`config.mk`:
```
export PLATFORM = sky130hd
export DESIGN_NAME = spi_regfile
export DESIGN_NICKNAME = d
export VERILOG_FILES = /design/src/rtl/spi_regfile.sv
export SDC_FILE = /design/constraint.sdc
export NUM_CORES = 2
export LEC_CHECK = 0
export CAP_MARGIN = 20
export CORE_AREA = 2 2 267 269
export DETAILED_ROUTE_END_ITERATION = 6
export DIE_AREA = 0 0 269 271
export PLACE_DENSITY = 0.69
export SYNTH_ARGS = -nofsm -noshare
export SYNTH_HDL_FRONTEND = slang
export SYNTH_SLANG_ARGS = --single-unit
```
`constraint.sdc`:
```
create_clock -name clk -period 7.9 [get_ports clk]
set_input_delay 1.58 -clock clk [delete_from_list [all_inputs] [get_ports clk]]
set_output_delay 1.58 -clock clk [all_outputs]
set_load 0.01 [all_outputs]
```
`src/rtl/spi_regfile.sv`:
```
// spi_regfile: SPI mode-3 slave that exposes NREG read/write byte registers
// and NSTAT read-only status bytes, with per-address auto-increment disable.
//
// Ports:
//   clk, rst        system clock, synchronous active-high reset
//   spi_cs          chip select (active-low), pre-synchronised to clk
//   spi_sck         SPI clock (mode 3), pre-synchronised to clk
//   spi_mosi        serial data in, pre-synchronised to clk
//   spi_miso        serial data out, MSB first, idles high
//   reg_q           register contents, byte a at [8a+7:8a]
//   reg_wstb        one-cycle pulse on the register just written
//   stat_in         status bytes, byte s read at address NREG+s
//   rd_stb          one-cycle pulse when a location is latched for shift-out
//   spi_active      high while a transaction is accepted
module spi_regfile #(
    parameter int           NREG       = 64,
    parameter int           NSTAT      = 4,
    parameter logic [127:0] NOINC_MASK = 128'h0
) (
    input  logic                    clk,
    input  logic                    rst,
    input  logic                    spi_cs,
    input  logic                    spi_sck,
    input  logic                    spi_mosi,
    output logic                    spi_miso,
    output logic [8*NREG-1:0]       reg_q,
    output logic [NREG-1:0]         reg_wstb,
    input  logic [8*NSTAT-1:0]      stat_in,
    output logic [NREG+NSTAT-1:0]   rd_stb,
    output logic                    spi_active
);

    localparam int NLOC = NREG + NSTAT;

    typedef enum logic [1:0] {
        S_IDLE,
        S_CMD,
        S_DATA_W,
        S_DATA_R
    } state_t;

    state_t          state_q, state_d;
    logic            arm_q, arm_d;
    logic            sck_prev_q, sck_prev_d;
    logic            fall_q, fall_d;
    logic [2:0]      bitcnt_q, bitcnt_d;
    logic [6:0]      rx_q, rx_d;
    logic [6:0]      addr_q, addr_d;
    logic            wr_pend_q, wr_pend_d;
    logic [7:0]      wr_data_q, wr_data_d;
    logic            rd_pend_q, rd_pend_d;
    logic            inc_pend_q, inc_pend_d;
    logic [7:0]      tx_q, tx_d;
    logic            miso_q, miso_d;
    logic [7:0]      regs_q [NREG];
    logic [7:0]      regs_d [NREG];
    logic [NREG-1:0] wstb_q, wstb_d;
    logic [NLOC-1:0] rstb_q, rstb_d;

    logic            sck_rise;
    logic            sck_fall;
    logic [7:0]      rx_byte;
    logic [6:0]      lat_addr;
    logic [7:0]      lat_byte;

    function automatic logic [6:0] next_addr(input logic [6:0] a);
        return NOINC_MASK[a] ? a : a + 7'd1;
    endfunction

    assign sck_rise = !sck_prev_q && spi_sck;
    assign sck_fall = sck_prev_q && !spi_sck;
    assign rx_byte  = {rx_q, spi_mosi};

    always_comb begin
        state_d    = state_q;
        arm_d      = arm_q | spi_cs;
        sck_prev_d = spi_sck;
        fall_d     = sck_fall;
        bitcnt_d   = bitcnt_q;
        rx_d       = rx_q;
        addr_d     = addr_q;
        wr_pend_d  = 1'b0;
        wr_data_d  = wr_data_q;
        rd_pend_d  = 1'b0;
        inc_pend_d = 1'b0;
        tx_d       = tx_q;
        miso_d     = miso_q;
        regs_d     = regs_q;
        wstb_d     = '0;
        rstb_d     = '0;
        lat_addr   = inc_pend_q ? next_addr(addr_q) : addr_q;
        lat_byte   = 8'h00;

        // MISO moves one clk after the fall is detected.
        if (fall_q) begin
            miso_d = tx_q[7];
            tx_d   = {tx_q[6:0], 1'b1};
        end

        // Write commit, one clk after the last bit of a data byte.
        if (wr_pend_q) begin
            for (int i = 0; i < NREG; i++) begin
                if (int'(addr_q) == i) begin
                    regs_d[i] = wr_data_q;
                    wstb_d[i] = 1'b1;
                end
            end
            addr_d = next_addr(addr_q);
        end

        // Read latch; data-byte reads advance the address first.
        if (rd_pend_q) begin
            for (int i = 0; i < NREG; i++) begin
                if (int'(lat_addr) == i) lat_byte = regs_q[i];
            end
            for (int s = 0; s < NSTAT; s++) begin
                if (int'(lat_addr) == NREG + s) lat_byte = stat_in[8*s +: 8];
            end
            for (int i = 0; i < NLOC; i++) begin
                if (int'(lat_addr) == i) rstb_d[i] = 1'b1;
            end
            addr_d = lat_addr;
            tx_d   = lat_byte;
        end

        unique case (state_q)
            S_IDLE: begin
                bitcnt_d = 3'd0;
                // arm_q blocks a transaction already in flight at reset.
                if (!spi_cs && arm_q) state_d = S_CMD;
            end
            S_CMD, S_DATA_W, S_DATA_R: begin
                if (spi_cs) begin
                    state_d  = S_IDLE;
                    bitcnt_d = 3'd0;
                end else if (sck_rise) begin
                    bitcnt_d = bitcnt_q + 3'd1;
                    rx_d     = rx_byte[6:0];
                    if (bitcnt_q == 3'd7) begin
                        if (state_q == S_CMD) begin
                            addr_d    = rx_byte[6:0];
                            state_d   = rx_byte[7] ? S_DATA_R : S_DATA_W;
                            rd_pend_d = rx_byte[7];
                        end else if (state_q == S_DATA_W) begin
                            wr_pend_d = 1'b1;
                            wr_data_d = rx_byte;
                        end else begin
                            rd_pend_d  = 1'b1;
                            inc_pend_d = 1'b1;
                        end
                    end
                end
            end
        endcase

        if (spi_cs) begin
            tx_d   = 8'hFF;
            miso_d = 1'b1;
        end
    end

    always_ff @(posedge clk) begin
        if (rst) begin
            state_q    <= S_IDLE;
            arm_q      <= 1'b0;
            sck_prev_q <= 1'b1;
            fall_q     <= 1'b0;
            bitcnt_q   <= 3'd0;
            rx_q       <= 7'd0;
            addr_q     <= 7'd0;
            wr_pend_q  <= 1'b0;
            wr_data_q  <= 8'd0;
            rd_pend_q  <= 1'b0;
            inc_pend_q <= 1'b0;
            tx_q       <= 8'hFF;
            miso_q     <= 1'b1;
            for (int i = 0; i < NREG; i++) regs_q[i] <= 8'd0;
            wstb_q     <= '0;
            rstb_q     <= '0;
        end else begin
            state_q    <= state_d;
            arm_q      <= arm_d;
            sck_prev_q <= sck_prev_d;
            fall_q     <= fall_d;
            bitcnt_q   <= bitcnt_d;
            rx_q       <= rx_d;
            addr_q     <= addr_d;
            wr_pend_q  <= wr_pend_d;
            wr_data_q  <= wr_data_d;
            rd_pend_q  <= rd_pend_d;
            inc_pend_q <= inc_pend_d;
            tx_q       <= tx_d;
            miso_q     <= miso_d;
            regs_q     <= regs_d;
            wstb_q     <= wstb_d;
            rstb_q     <= rstb_d;
        end
    end

    for (genvar g = 0; g < NREG; g++) begin : g_regq
        assign reg_q[8*g +: 8] = regs_q[g];
    end

    assign spi_miso   = miso_q;
    assign reg_wstb   = wstb_q;
    assign rd_stb     = rstb_q;
    assign spi_active = (state_q != S_IDLE);

endmodule

```
==> results.md <==
- Delay-heaviest family, CP: compound AO/OA/AOI/OAI gates
- Routed Antenna Nets: 0
- Total track usage: 47.7%
- Worst-Skew Late Latency: 0.67 ns
- Worst setup path category: reg -> reg
- Psw: between 0.0015 and 0.002 W
- CP required: around 8.4 ns
- Hold-fix buffers at CTS: 0
- Max-slew violation count: 0
- Hold Path Class: reg -> reg
- TritonCTS clock tree: done
- Synth warn: 0
- # clock sinks: 686
- First-pass GRT wire length: between 200000 and 250000 µm
- Drt wl/cell: 33.5 µm
- Num ports: roughly 680
- Top FF cell, synth: dfxtp_1
- First DRT Iteration DRCs: 5691
- Max incr delay on CP: 0.97 ns
- Cts bufs inserted: between 70 and 80
- DRT Wirelength: 181000 µm
- Yosys top cell area share: 46.6%
- Die W: 269 µm
- Layout cell share with drive strength beyond 1: under 10%
- Met2 WL: 75800 µm
- Post-synth top cells: nand2_1, dfxtp_1, a21oi_1
- Area contributors post-synth: dfxtp_1, nand2_1, a21oi_1, nor2_1, clkbuf_1
- Most frequent CP cell: nand2_1
- Final net count: 4440
- Pin count of the biggest net entering global routing: 124
- H-tree levels: 3
- Finished Layout Cells: 5402
- Power Density: 181 nW/µm²
- Critical path buffers and inverters: 3
- Via-to-Cell Ratio: 6.50
- Combinational share of power: under 10%
- Power Total: 0.00715 W
- Slowest cell on the critical path: ha_1
- Die area: 72900 µm²
- Vias post-DR: 35123
- Met3 wire len: 25900 µm
- Critical path arrival: around 6 ns
- Total grt overflow: 0
- Pleak: 12.9 nW
- Routability cong.: 1.07
- Min-delay src: sck_prev_q
- Net Sw Frac: 23.0%
- Outcome: finished with violations
- Clock Skews: 0.0244 ns
- Unrepaired setup endpoints after global routing: no
- Cells after Synth: about 3900
- Most frequent cell after synthesis: nand2_1
- DRC: 9
- Reg2reg start: addr_q[1]
- Yosys reg bits: 686
- Crit share post-route: just over 70%
- Setup crit end kind: flip-flop
- Final instance area: 39500 µm²
- Worst-case clock buffer depth: 3
- Fin Setup TNS: 0 ns
- Fmax: 177 MHz
- Cell Area, Placed: 36900 µm²
- Initial antenna violation count: 13
- Post-synth ARST share: 0%
- Final Critical Period: 5.66 ns
- Synth cell types: 99
- FP Rows: 97
- Slew HR: ~16%
- Max cap viols: 0
- First drt pass iteration count: 7
- P_int: 0.00551 W
- Core Region: 69800 µm²
- Dpl cells: 5260
- Startpoint types: flip-flop
- Synthesized area: slightly below 30000 µm²
- Count of input and output buffers: roughly 700
- Area grow syn2layout: 33.8%
- Final setup vio count: 0
- Clk slew on worst S/H paths: 0.07 ns
- Worst-path maximum fanout: 28
- Post-CTS Repair Setup Buffers: 0
- Root Driver: clkbuf_16
- Seq/Total Area, Yosys: 46.6%
- DP HPWL: 129000 µm
- Die Y: roughly 270 µm
- Clk pwr share: 50.4%
- Dominant cell type by area after synthesis: dfxtp_1
- Final hold violations: 0
- Worst Setup SP: addr_q[1]
- Vias in the first global route: 31799
- Met1 WL: roughly 64000 µm
- Post-synthesis net count: around 4000
- Critical Path, Cell by Cell: ha_1, nand2_1, a32o_1, buf_4, nand2_1, buf_4, nand2_1, a2111oi_0, buf_1, o32ai_1, a21oi_1, o211ai_1
- Sequential share of power: 48.4%
- Max VDD drop: 0.132 mV
- Highest routed layer: met5
- Syn_area_per_cell: roughly 7.6 µm²
- Post-cts resize count: 0
- Failing checks: DRC
- Initial Util: approximately 42%
- Slew of the pin with the lowest slew margin: 1.26 ns
- Post-synth EDFFs: 0
-- per-stage QoR --
stage	hold slack, ns	setup slack (ns)	utilization (%)
6_report	0.429	2.24	56.5
5_1_grt	0.436	2.24	56.5
4_1_cts	0.430	2.61	56.5
3_5_place_dp	0.423	2.63	52.9
3_3_place_gp	0.415	2.15	52.8
2_1_floorplan	0.408	4.39	-
-- final cells by class --
class / instances / area (µm²)
inverters: 7 / 26.3
repair buffers: 753 / 7400
well taps: 940 / 1180
diodes: 7 / 17.5
clock inverters: 33 / 424
fillers: 6561 / 30300
clock buffers: 100 / 2070
multi-input cells: 2876 / 14600
flip-flops and latches: 686 / 13800
-- cells in the final DEF, fill, tap and decap left out, types with 11 or more instances in the layout --
| master | instances |
|---|---|
| clkdlybuf4s50_1 | 681 |
| a22oi_1 | 45 |
| a221o_1 | 21 |
| a211oi_1 | 22 |
| nor3_1 | 39 |
| o21ai_0 | 102 |
| clkbuf_8 | 12 |
| o22ai_1 | 61 |
| o221ai_1 | 38 |
| o211ai_1 | 22 |
| and3_1 | 14 |
| clkbuf_1 | 14 |
| dfxtp_1 | 678 |
| a221oi_1 | 35 |
| a21oi_1 | 587 |
| mux2i_1 | 26 |
| nor2b_1 | 11 |
| nand3_1 | 84 |
| buf_4 | 66 |
| clkinv_2 | 12 |
| a21o_1 | 14 |
| clkbuf_16 | 74 |
| nand2_1 | 1136 |
| a21oi_2 | 11 |
| a22o_1 | 14 |
| nor2_1 | 303 |
| a31oi_1 | 24 |
-- power by group through the flow --
stage | Combinational (W) | Sequential, W | Clock [W]
after floorplan | 0.0000481 | 0.00354 | 0
final | 0.0000904 | 0.00346 | 0.00360
after global placement | 0.0000872 | 0.00354 | 0
after global routing | 0.0000921 | 0.00346 | 0.00373
after CTS | 0.0000862 | 0.00346 | 0.00359
after detailed placement | 0.0000859 | 0.00354 | 0
-- per-layer routing --
layer	GRT usage, %	vias up
met3	17.6	783
met4	33.3	16
met5	0	-
li1	-	14534
met1	57.6	16785
met2	70.0	3005
-- sequential cells by signal, summed over array words and instances, names as in the netlist, 2 cells and up --
signal / flops
reg_q: 512
rd_stb: 68
reg_wstb: 64
tx_q: 8
wr_data_q: 8
addr_q: 7
rx_q: 7
bitcnt_q: 3
state_q: 2
-- worst reg2reg max path, delay by kind of cell, from the launching register on --
kind,cells,cell delay (ns)
buffers and inverters,3,0.97
AOI/OAI and AO/OA,5,1.64
DFF,1,0.91
and+or+nand+nor,3,1.03
adders and majority gates,1,0.97
-- kinds of logic (layout without fill, tap and decap cells) --
kind of cell    after synthesis  count (layout)  share of synthesized area [%]
simple gates               1689            1689                           23.5
compound gates             1144            1144                           24.2
flops                       686             686                           46.6
buf+inv                     297             893                           4.31
mux                          26              26                          0.882
xor+xnor                     11              11                          0.327
fa+ha+maj                     6               6                          0.255
other cells                   0               7                              0
-- final timing paths --
check                  to  slack (ns)  cells past startpoint
hold reg to reg    fall_q        0.43                      2
setup / recovery  tx_q[0]        2.24                     12
hold / removal     fall_q        0.43                      2
setup reg to reg  tx_q[0]        2.24                     12
Note: power is estimated with default switching activity, not from simulation.
